## config.mk

```make
export PLATFORM = sky130hd
export DESIGN_NAME = lsu_mem_stage
export DESIGN_NICKNAME = d
export VERILOG_FILES = /design/src/rtl/lsu_mem_stage.sv
export SDC_FILE = /design/constraint.sdc
export NUM_CORES = 1
export LEC_CHECK = 0
export CAP_MARGIN = 20
export CORE_UTILIZATION = 40
export CTS_BUF_LIST = sky130_fd_sc_hd__clkbuf_8
export DETAILED_ROUTE_END_ITERATION = 16
export PLACE_DENSITY = 0.78
export SLEW_MARGIN = 10
export SYNTH_ARGS = -nofsm -noshare
export SYNTH_HDL_FRONTEND = slang
export SYNTH_SLANG_ARGS = --single-unit
```

## constraint.sdc

```tcl
create_clock -name clk -period 5.6 [get_ports clk]
set_input_delay 1.12 -clock clk [delete_from_list [all_inputs] [get_ports clk]]
set_output_delay 1.12 -clock clk [all_outputs]
set_load 0.005 [all_outputs]
```

## src/rtl/lsu_mem_stage.sv

```systemverilog
// Load/store stage: one req/gnt/rvalid memory transaction at a time, 3-cycle zero-wait latency, core stalls on busy.
// No response backpressure. Optional WAIT timeout enabled by defining LSU_TIMEOUT_EN.
module lsu_mem_stage #(
  parameter int unsigned TIMEOUT_CYCLES = 255
) (
  input  logic        clk,
  input  logic        rst_n,
  input  logic        req_valid,
  output logic        req_ready,
  input  logic        req_we,
  input  logic [2:0]  req_funct3,
  input  logic [31:0] req_addr,
  input  logic [31:0] req_wdata,
  output logic        busy,
  output logic        resp_valid,
  output logic [31:0] resp_rdata,
  output logic        resp_err,
  output logic        mem_req,
  output logic        mem_we,
  output logic [31:0] mem_addr,
  output logic [3:0]  mem_be,
  output logic [31:0] mem_wdata,
  input  logic        mem_gnt,
  input  logic        mem_rvalid,
  input  logic [31:0] mem_rdata,
  input  logic        mem_err
);

  typedef enum logic [2:0] {S_IDLE, S_REQ, S_WAIT, S_RESP, S_ERR} state_e;

  typedef struct packed {
    logic        we;
    logic [2:0]  funct3;
    logic [31:0] addr;
    logic [31:0] wdata;
  } lsu_req_t;

  state_e      state_q, state_d;
  lsu_req_t    req_q, req_d;
  logic [31:0] rdata_q, rdata_d;
  logic        err_q, err_d;
  logic        timeout_hit;

  logic [1:0]  off;
  logic [3:0]  be;
  logic [31:0] wdata_rep;
  logic [31:0] lane;
  logic [31:0] load_ext;

  function automatic logic is_legal(input logic we, input logic [2:0] f3, input logic [1:0] a);
    case (f3)
      3'b000:  is_legal = 1'b1;
      3'b001:  is_legal = ~a[0];
      3'b010:  is_legal = (a == 2'b00);
      3'b100:  is_legal = ~we;
      3'b101:  is_legal = ~we & ~a[0];
      default: is_legal = 1'b0;
    endcase
  endfunction

  assign off  = req_q.addr[1:0];
  assign lane = mem_rdata >> {off, 3'b000};

  always_comb begin
    be        = 4'b1111;
    wdata_rep = req_q.wdata;
    case (req_q.funct3[1:0])
      2'b00: begin
        be        = 4'b0001 << off;
        wdata_rep = {4{req_q.wdata[7:0]}};
      end
      2'b01: begin
        be        = 4'b0011 << off;
        wdata_rep = {2{req_q.wdata[15:0]}};
      end
      default: ;
    endcase
  end

  // Stores and bus errors report zero data.
  always_comb begin
    load_ext = lane;
    case (req_q.funct3)
      3'b000:  load_ext = {{24{lane[7]}}, lane[7:0]};
      3'b100:  load_ext = {24'h0, lane[7:0]};
      3'b001:  load_ext = {{16{lane[15]}}, lane[15:0]};
      3'b101:  load_ext = {16'h0, lane[15:0]};
      default: ;
    endcase
    if (req_q.we || mem_err) load_ext = 32'h0;
  end

`ifdef LSU_TIMEOUT_EN
  localparam int unsigned CNT_W = $clog2(TIMEOUT_CYCLES + 1);
  localparam logic [CNT_W-1:0] CNT_LAST = CNT_W'(TIMEOUT_CYCLES - 1);

  logic [CNT_W-1:0] cnt_q, cnt_d;

  always_comb begin
    cnt_d = cnt_q;
    if (state_q == S_REQ) cnt_d = '0;
    else if (state_q == S_WAIT && !mem_rvalid) cnt_d = cnt_q + 1'b1;
  end

  assign timeout_hit = (state_q == S_WAIT) && !mem_rvalid && (cnt_q == CNT_LAST);

  always_ff @(posedge clk or negedge rst_n) begin
    if (!rst_n) cnt_q <= '0;
    else        cnt_q <= cnt_d;
  end
`else
  assign timeout_hit = 1'b0;
`endif

  always_comb begin
    state_d = state_q;
    req_d   = req_q;
    rdata_d = rdata_q;
    err_d   = err_q;
    case (state_q)
      S_IDLE: begin
        if (req_valid) begin
          req_d   = '{we: req_we, funct3: req_funct3, addr: req_addr, wdata: req_wdata};
          state_d = is_legal(req_we, req_funct3, req_addr[1:0]) ? S_REQ : S_ERR;
        end
      end
      S_REQ:  if (mem_gnt) state_d = S_WAIT;
      S_WAIT: begin
        if (mem_rvalid) begin
          rdata_d = load_ext;
          err_d   = mem_err;
          state_d = S_RESP;
        end else if (timeout_hit) begin
          state_d = S_ERR;
        end
      end
      default: state_d = S_IDLE;
    endcase
  end

  always_ff @(posedge clk or negedge rst_n) begin
    if (!rst_n) begin
      state_q <= S_IDLE;
      req_q   <= '0;
      rdata_q <= '0;
      err_q   <= 1'b0;
    end else begin
      state_q <= state_d;
      req_q   <= req_d;
      rdata_q <= rdata_d;
      err_q   <= err_d;
    end
  end

  // Memory-side outputs are gated by state so they read zero outside REQ.
  assign req_ready  = (state_q == S_IDLE);
  assign busy       = (state_q != S_IDLE);
  assign resp_valid = (state_q == S_RESP) || (state_q == S_ERR);
  assign resp_rdata = (state_q == S_RESP) ? rdata_q : 32'h0;
  assign resp_err   = (state_q == S_ERR) || ((state_q == S_RESP) && err_q);
  assign mem_req    = (state_q == S_REQ);
  assign mem_we     = mem_req && req_q.we;
  assign mem_addr   = mem_req ? {req_q.addr[31:2], 2'b00} : 32'h0;
  assign mem_be     = mem_req ? be : 4'b0000;
  assign mem_wdata  = mem_req ? wdata_rep : 32'h0;

endmodule

```

---- Yosys cells after proc, flatten, opt, wreduce, memory -nomap -nowiden ----
Index checks and enable logic that the tools add are counted.
storage, ports and cells
  flip-flop bits (word level) ............. 104
  input port bits ......................... 106
  logic and storage cells ................. 58
operators by class
  eq/ne operators ......................... 15
  shift operators ......................... 3
  multiplexer cells ....................... 16
  bitwise logic cells ..................... 3
  reduce and logical (&&, ||, !) cells .... 14
operators with widths
  cell                 number
  $mux 32              4
  $pmux 32 s4          1
  $pmux 32 s2          1
  $shr 32x5->32        1
  $eq 3x3->1 const B   5
  $mux 3               4
  $eq 3x1->1 const B   3
  $eq 3x2->1 const B   3
  $logic_not 3->1      3
  $pmux 3 s3           1
  $pmux 4 s2           1
  $pmux 1 s5           1
  $logic_not 2->1      2
  $mux 4               1
  $ne 2x2->1 const B   2
  $reduce_and 2->1     2
  $shl 1x2->4 const A  1
  $shl 2x2->4 const A  1
  $logic_or 1x1->1     3
  $reduce_and 3->1     1
  $reduce_bool 3->1    1
  $eq 2x1->1 const B   1
  $logic_and 1x1->1    2
  $mux 1               2
  other kinds (3)      4

---- Longest topological paths before layout ----
Gate-level depths: netlist of the first run.
  depth in word-level cells ............... 8
  depth in mapped cells ................... 9
  depth with buffers taken out ............ 5

---- Least setup slack after synthesis of the first run ----
Ideal clock, no wire load.
  kind .................................... register to output
  start ................................... register state_q[1]
  end ..................................... output port mem_wdata[21]
  arrival ................................. 1.507 ns
  data required time ...................... 4.480 ns
  slack ................................... 2.973 ns
  stages on the path, launching flop included .. 6
  path through ............................ dfrtp_1 -> buf_6 -> or3b_2 -> clkbuf_1 -> buf_1 -> nor2_1
between the ends
  word-level cells in the longest chain between the ends .. 2
RTL lines
  item                    line  text
  start, declared         38    state_e state_q, state_d;
  start signal, assigned  148   state_q <= state_d;
  $eq 3x1->1              161   assign mem_req = (state_q == S_REQ);
  $mux 32                 165   assign mem_wdata = mem_req ? wdata_rep : 32'h0;
  end, declared           22    output logic [31:0] mem_wdata,
No other way between the ends.

---- Worst setup path after layout of the first run ----
  start ................................... register state_q[1]
  end ..................................... output port mem_addr[9]
between the ends
  word-level cells in the longest chain between the ends .. 2
RTL lines
  item           line  text
  $eq 3x1->1     161
  $mux 32        163   assign mem_addr = mem_req ? {req_q.addr[31:2], 2'b00} : 32'h0;
  end, declared  20    output logic [31:0] mem_addr,
No other way between the ends.

==> results.md, run 1 <==
* Status: completed
* Drt pass-1 iters at 4
* Setup CP Type: reg2out
* Post-synth EDFFs at 0
* Area Overhead vs Synth at 41.8%
* Rel. slew slack at 25.9%
* CTS tree: done
* Setup Viol. Count Final at 0
* Sum Neg Setup Slack at 0 ns
* Die Ht at 120 µm
* Share of cells above drive strength 1 at 15.4%
* Antenna viol nets, final at 0
* Grt total ovfl at 0
* Clock sink total at 104
* Tcrit/Tclk final at 77.6%
* Worst Path Max Fanout at 40
* Fmax at 0.230 GHz
* Vias at 4620
* DRC Markers at 0
* Least-Margin Pin Slew at 1.11 ns
* Clock network power share at 15.2%
* Core area at 0.0135 mm²
* Starting Density at 41.6%
* Register area share after synthesis at 46.6%
* Main flop type after synthesis: dfrtp_1
* Flop pwr share at 38.3%
* Storage element area at 0.00260 mm²
* Row cnt at 42
* Synth Cell Area at 0.00559 mm²
* GR Layer Usage met2 at 37.4%
* Syn Inst Count at 520
* Crit path time final at 4.34 ns
* Level count of the clock H-tree at 3
* WL final at 16100 µm
* Final Hold Fails at 0
* CTS Root Buffer Type: clkbuf_8
* Reg clk slew, reported paths at 0.10 ns
* Power per cell area at 482 mW/mm²
* Worst VDD drop at 261 µV
* Avg Inst Size Synth at 10.8 µm²
* GR Util All Layers at 22.4%
* Final HPWL DP at 11500 µm
* Post-CTS resize count at 0
* Chip width at 120 µm
* Layout Nets at 807
* Setup Skew at 0.00998 ns
* Synth unique cells at 40
* Post-layout util at 58.9%
* Critical path required time at 4.48 ns
* Number of port buffers at 209
* Vias in the first global route at 4718
* First-pass GRT wire length at 25000 µm
* Fill count at 1169
* Arr. time, crit path at 3.22 ns
* Clk_lat worst skew at 0.37 ns
* Post CTS Setup Buffer Count at 0
* Int Pwr at 0.00248 W
* Post-synth ARST share at 100%
* Max-slew violation count at 0
* Initial antenna violation count at 0
* Static leakage at 3.35 nW
* GPL Wtd Cong at 0.853
* Worst path cell trace: or3b_2 -> inv_1 -> and2_1 -> clkdlybuf4s50_1
* Slowest stage cell, crit path: or3b_2
* Wire length per cell at 18.3 µm
* Max Cap Viol at 0
* M1 GR Usage at 28.0%
* Via/cell ratio at 5.24
* Largest net degree at the start of global routing at 70
* Die area at 0.0145 mm²
* Comb power frac at 46.5%
* Area of the multi-input gates at 0.00273 mm²
* CP Launch Type: register
* Clk buf depth at 2
* Cts hold-fix bufs at 0
* CP peak stage delay at 0.79 ns
* CP Capture Type: output pin
* Sw power at 0.00134 W
* RSZ-0062 raised after global routing: false
* Worst hold path type: reg2reg
* # diodes at 0
* Sw Ratio at 35.1%
* 1st-iter DRT viols at 335
* Met3 usage at 5.33%
* Top-Level Pins at 212
* Gr busiest metal: met2
* Flop and latch count out of synthesis at 104
* CTS Buf Count at 9
* Synth Warn # at 0
[metal layers]
layer,up-vias,routed length (µm),share of wire (%)
li1,2142,-,-
met1,2254,6660,41
met2,204,7870,49
met3,20,1210,7.5
met4,0,365,2.3
met5,-,0,0
[metrics by stage]
step                      area (µm²)  setup slack [ns]  power (W)  hold slack [ns]  cells
after floorplan                 5590              2.97    0.00259            0.442    521
after global placement          7670              1.76    0.00318            0.459    866
after detailed placement        7670              1.60    0.00325            0.470    866
after CTS                       7930              1.18    0.00385            0.492    882
after global routing            7930              1.04    0.00407            0.522    882
final                           7930              1.26    0.00382            0.491    882
[worst max-delay path, delay by kind of cell (launching register included)]
family	cells	cell delay [ns]
AND/OR/NAND/NOR	2	1.04
flip-flops	1	0.49
buffers and inverters	2	1.29
[power groups by stage]
stage	Combinational (W)	Sequential (W)	Clock, W
after global routing	0.00193	0.00152	0.000624
final	0.00178	0.00146	0.000580
after CTS	0.00179	0.00146	0.000596
after global placement	0.00173	0.00145	0
after detailed placement	0.00178	0.00147	0
after floorplan	0.00131	0.00128	0
[synthesized netlist by cell type (2+ instances only)]
library cell,n,area (µm²)
dfrtp_1,104,2600
and2_1,72,450
mux2_2,69,777
nand2_1,49,184
mux2i_1,32,320
a21oi_1,29,145
nor2_1,28,105
o21ai_0,25,125
clkbuf_1,18,67.6
a22oi_1,16,120
a22o_1,9,78.8
nand3b_1,9,67.6
buf_2,8,40.0
buf_4,8,60.1
mux2_4,8,120
buf_1,4,15.0
buf_6,3,33.8
buf_12,2,40.0
inv_1,2,7.51
nor3_4,2,32.5
nor4_1,2,12.5
or2_2,2,12.5
or3_1,2,12.5
[cell families after synthesis]
| family | after synthesis | share of synthesized area [%] |
|---|---|---|
| other | 1 | 0.0671 |
| buffers and inverters | 46 | 4.79 |
| and+or+nand+nor | 174 | 17.1 |
| muxes | 110 | 22.2 |
| DFF | 104 | 46.6 |
| AOI/OAI and AO/OA | 85 | 9.33 |
[final timing paths]
path / slack, ns / startpoint / cells past startpoint / to
worst max-delay path: 1.26 / state_q[1] / 4 / mem_addr[9]
worst min-delay path: 0.49 / rdata_q[15] / 2 / rdata_q[15]
worst max register to register: 3.01 / off[1] / 3 / rdata_q[28]
worst min register to register: 0.49 / rdata_q[15] / 2 / rdata_q[15]
max in group asynchronous: 3.65 / rst_n / 2 / rdata_q[27]
min in group asynchronous: 0.75 / rst_n / 1 / req_q[13]
[cell usage in the layout (no fill, tap or decap), types with 2 or more instances in the layout]
master / Yosys / final
mux2_2: 69 / 69
buf_4: 8 / 4
a22oi_1: 16 / 16
dfrtp_1: 104 / 104
mux2_4: 8 / 8
a22o_1: 9 / 9
nor4_1: 2 / 2
a21oi_1: 29 / 29
o21ai_0: 25 / 25
bufinv_16: 0 / 3
inv_1: 2 / 2
clkdlybuf4s50_1: 0 / 208
clkbuf_8: 0 / 11
mux2i_1: 32 / 32
or2_2: 2 / 2
nand2_1: 49 / 49
or3_1: 2 / 2
and2_1: 72 / 71
nor3_4: 2 / 2
nor2_1: 28 / 28
nand3b_1: 9 / 9
conb_1: 1 / 2
[state kept, by name, summed over array words and instances, names as in the netlist]
name     cells
state_q      3
off          2
req_q       66
rdata_q     32
err_q        1
[area by class of cell]
class                      instances  area share, %
timing repair buffer             212           26.6
tap                              176           2.78
clock buffer                      11           1.91
inverter                           3          0.142
sequential                       104           32.8
clock inverter                     5           1.29
multi-input combinational        371           34.4
Power figures use the tool's default switching activity.
==> run 2, diff against run 1 <==
- PLACE_DENSITY: 0.78 -> 0.81
- clock period: 5.6 -> 3.5 ns (I/O delays scaled with it)
==> run 2 against run 1 <==
Die area is the same; register-to-register slack lost 1.8 ns; via count grew 1.0%; worst hold slack lost 0.29 ns; first-iteration DRC count shrank 11%; sequential share of layout area shrank 0.35 points; global-route usage is essentially flat; clock-buffer cell count shrank 1.
==> results.md, run 2 (same netlist as run 1, synthesis figures left out) <==
* Status: completed
* GPL Wtd Cong at 0.898
* Sum Neg Setup Slack at 0 ns
* Setup Skew at 0.0148 ns
* Rel. slew slack at 51.2%
* DR WL met3 at 1200 µm
* Max Cap Viol at 0
* Post CTS Setup Buffer Count at 0
* Post-layout util at 59.6%
* Via/cell ratio at 5.23
* Cts hold-fix bufs at 0
* Initial antenna violation count at 2
* Clk buf depth at 2
* WL final at 15800 µm
* Worst hold path type: in2async
* 1st-iter DRT viols at 298
* CTS Buf Count at 9
* Top Layer Used: met4
* Fill count at 1154
* Core area at 0.0135 mm²
* Fmax at 0.305 GHz
* Static leakage at 3.40 nW
* Flip-flop count of the largest register, all copies and words added at 66
* Clock sink total at 104
* Reg with most FFs: req_q
* Share of cells above drive strength 1 at 16.4%
* Wire length per cell at 17.7 µm
* Arr. time, crit path at 2.58 ns
* Worst VDD drop at 433 µV
* Vias at 4666
* DRC Markers at 0
* Tcrit/Tclk final at 93.6%
* Clk_lat worst skew at 0.38 ns
* CTS tree: done
* Die Ht at 120 µm
* Max-slew violation count at 0
* First-pass GRT wire length at 24900 µm
* Final Hold Fails at 0
* Antenna viol nets, final at 0
* Worst Hold Slack at 0.200 ns
* Final HPWL DP at 11600 µm
* Final Total Pwr at 0.00610 W
* Largest net degree at the start of global routing at 79
* Grt total ovfl at 0
* Post-CTS resize count at 0
* Layout Nets at 816
* CP Launch Type: register
* Commonest non-fill, non-tap cell in the layout: clkdlybuf4s50_1
* RSZ-0062 raised after global routing: false
* Top-Level Pins at 212
* Reg clk slew, reported paths at 0.10 ns
* Met1 WL at 6670 µm
* Reg2Reg Depth at 5
* Worst Path Max Fanout at 28
* Drt pass-1 iters at 5
* Row cnt at 42
* Level count of the clock H-tree at 3
* Largest registers: req_q x66, rdata_q x32, state_q x3
* Die area at 0.0145 mm²
* CP Capture Type: output pin
* Setup Viol. Count Final at 0
* Starting Density at 41.6%
* Area Overhead vs Synth at 43.3%
* GR Util All Layers at 22.4%
* Number of port buffers at 209
* Critical path required time at 2.80 ns
* CTS Root Buffer Type: clkbuf_8
* Power per cell area at 761 mW/mm²
* Vias in the first global route at 4795
* Crit path time final at 3.28 ns
* Least-Margin Pin Slew at 0.731 ns
* Most frequent cells in the layout: clkdlybuf4s50_1, dfrtp_1, and2_1
* Setup CP Type: reg2out
* Metal2 WL at 7420 µm
* Chip width at 120 µm
## run 2: per-stage QoR
step	setup WS (ns)	instance area, µm²	std cells
finish	0.225	8010	893
global route	0.0618	8010	893
CTS	0.180	7980	890
detailed placement	0.618	7760	874
global placement	0.693	7760	874
floorplan	1.29	5590	521
## run 2: path summary, 6_finish.rpt
check / startpoint / slack (ns) / end
hold reg to reg: rdata_q[15] / 0.50 / rdata_q[15]
setup reg to reg: state_q[1] / 1.21 / req_q[11]
max in group asynchronous: rst_n / 2.45 / req_q[40]
hold / removal: rst_n / 0.20 / req_q[3]
setup / recovery: state_q[1] / 0.22 / mem_addr[23]
min in group clk: rdata_q[15] / 0.50 / rdata_q[15]
## run 2: metal layers
layer	global-route usage (%)	vias to the layer above
met3	5.42	32
met5	0	-
met2	35.4	199
li1	-	2171
met4	11.6	0
met1	28.5	2264
## run 2: power by group
group / total, W / internal, W / leakage [nW] / switching [W]
clock network: 0.000841 / 0.000419 / 0.110 / 0.000422
registers: 0.00222 / 0.00179 / 1.29 / 0.000428
logic: 0.00304 / 0.00173 / 2.00 / 0.00131
## run 2: final cells by class
type / instances / area [µm²] / share of cell area (%)
multi-input cells: 371 / 2730 / 34.0
inverters: 3 / 11.3 / 0.141
diodes: 2 / 5.00 / 0.0625
repair buffers: 221 / 2220 / 27.8
well taps: 176 / 220 / 2.75
flip-flops and latches: 104 / 2600 / 32.5
clock inverters: 6 / 83.8 / 1.05
clock buffers: 10 / 138 / 1.72
## run 2: worst max-delay path, stage by stage, from the launching register on
cell and delay (ns):
dfrtp_1 0.49, or3b_2 0.51, inv_1 0.33, buf_12 0.21, and2_1 0.14, clkdlybuf4s50_1 0.51
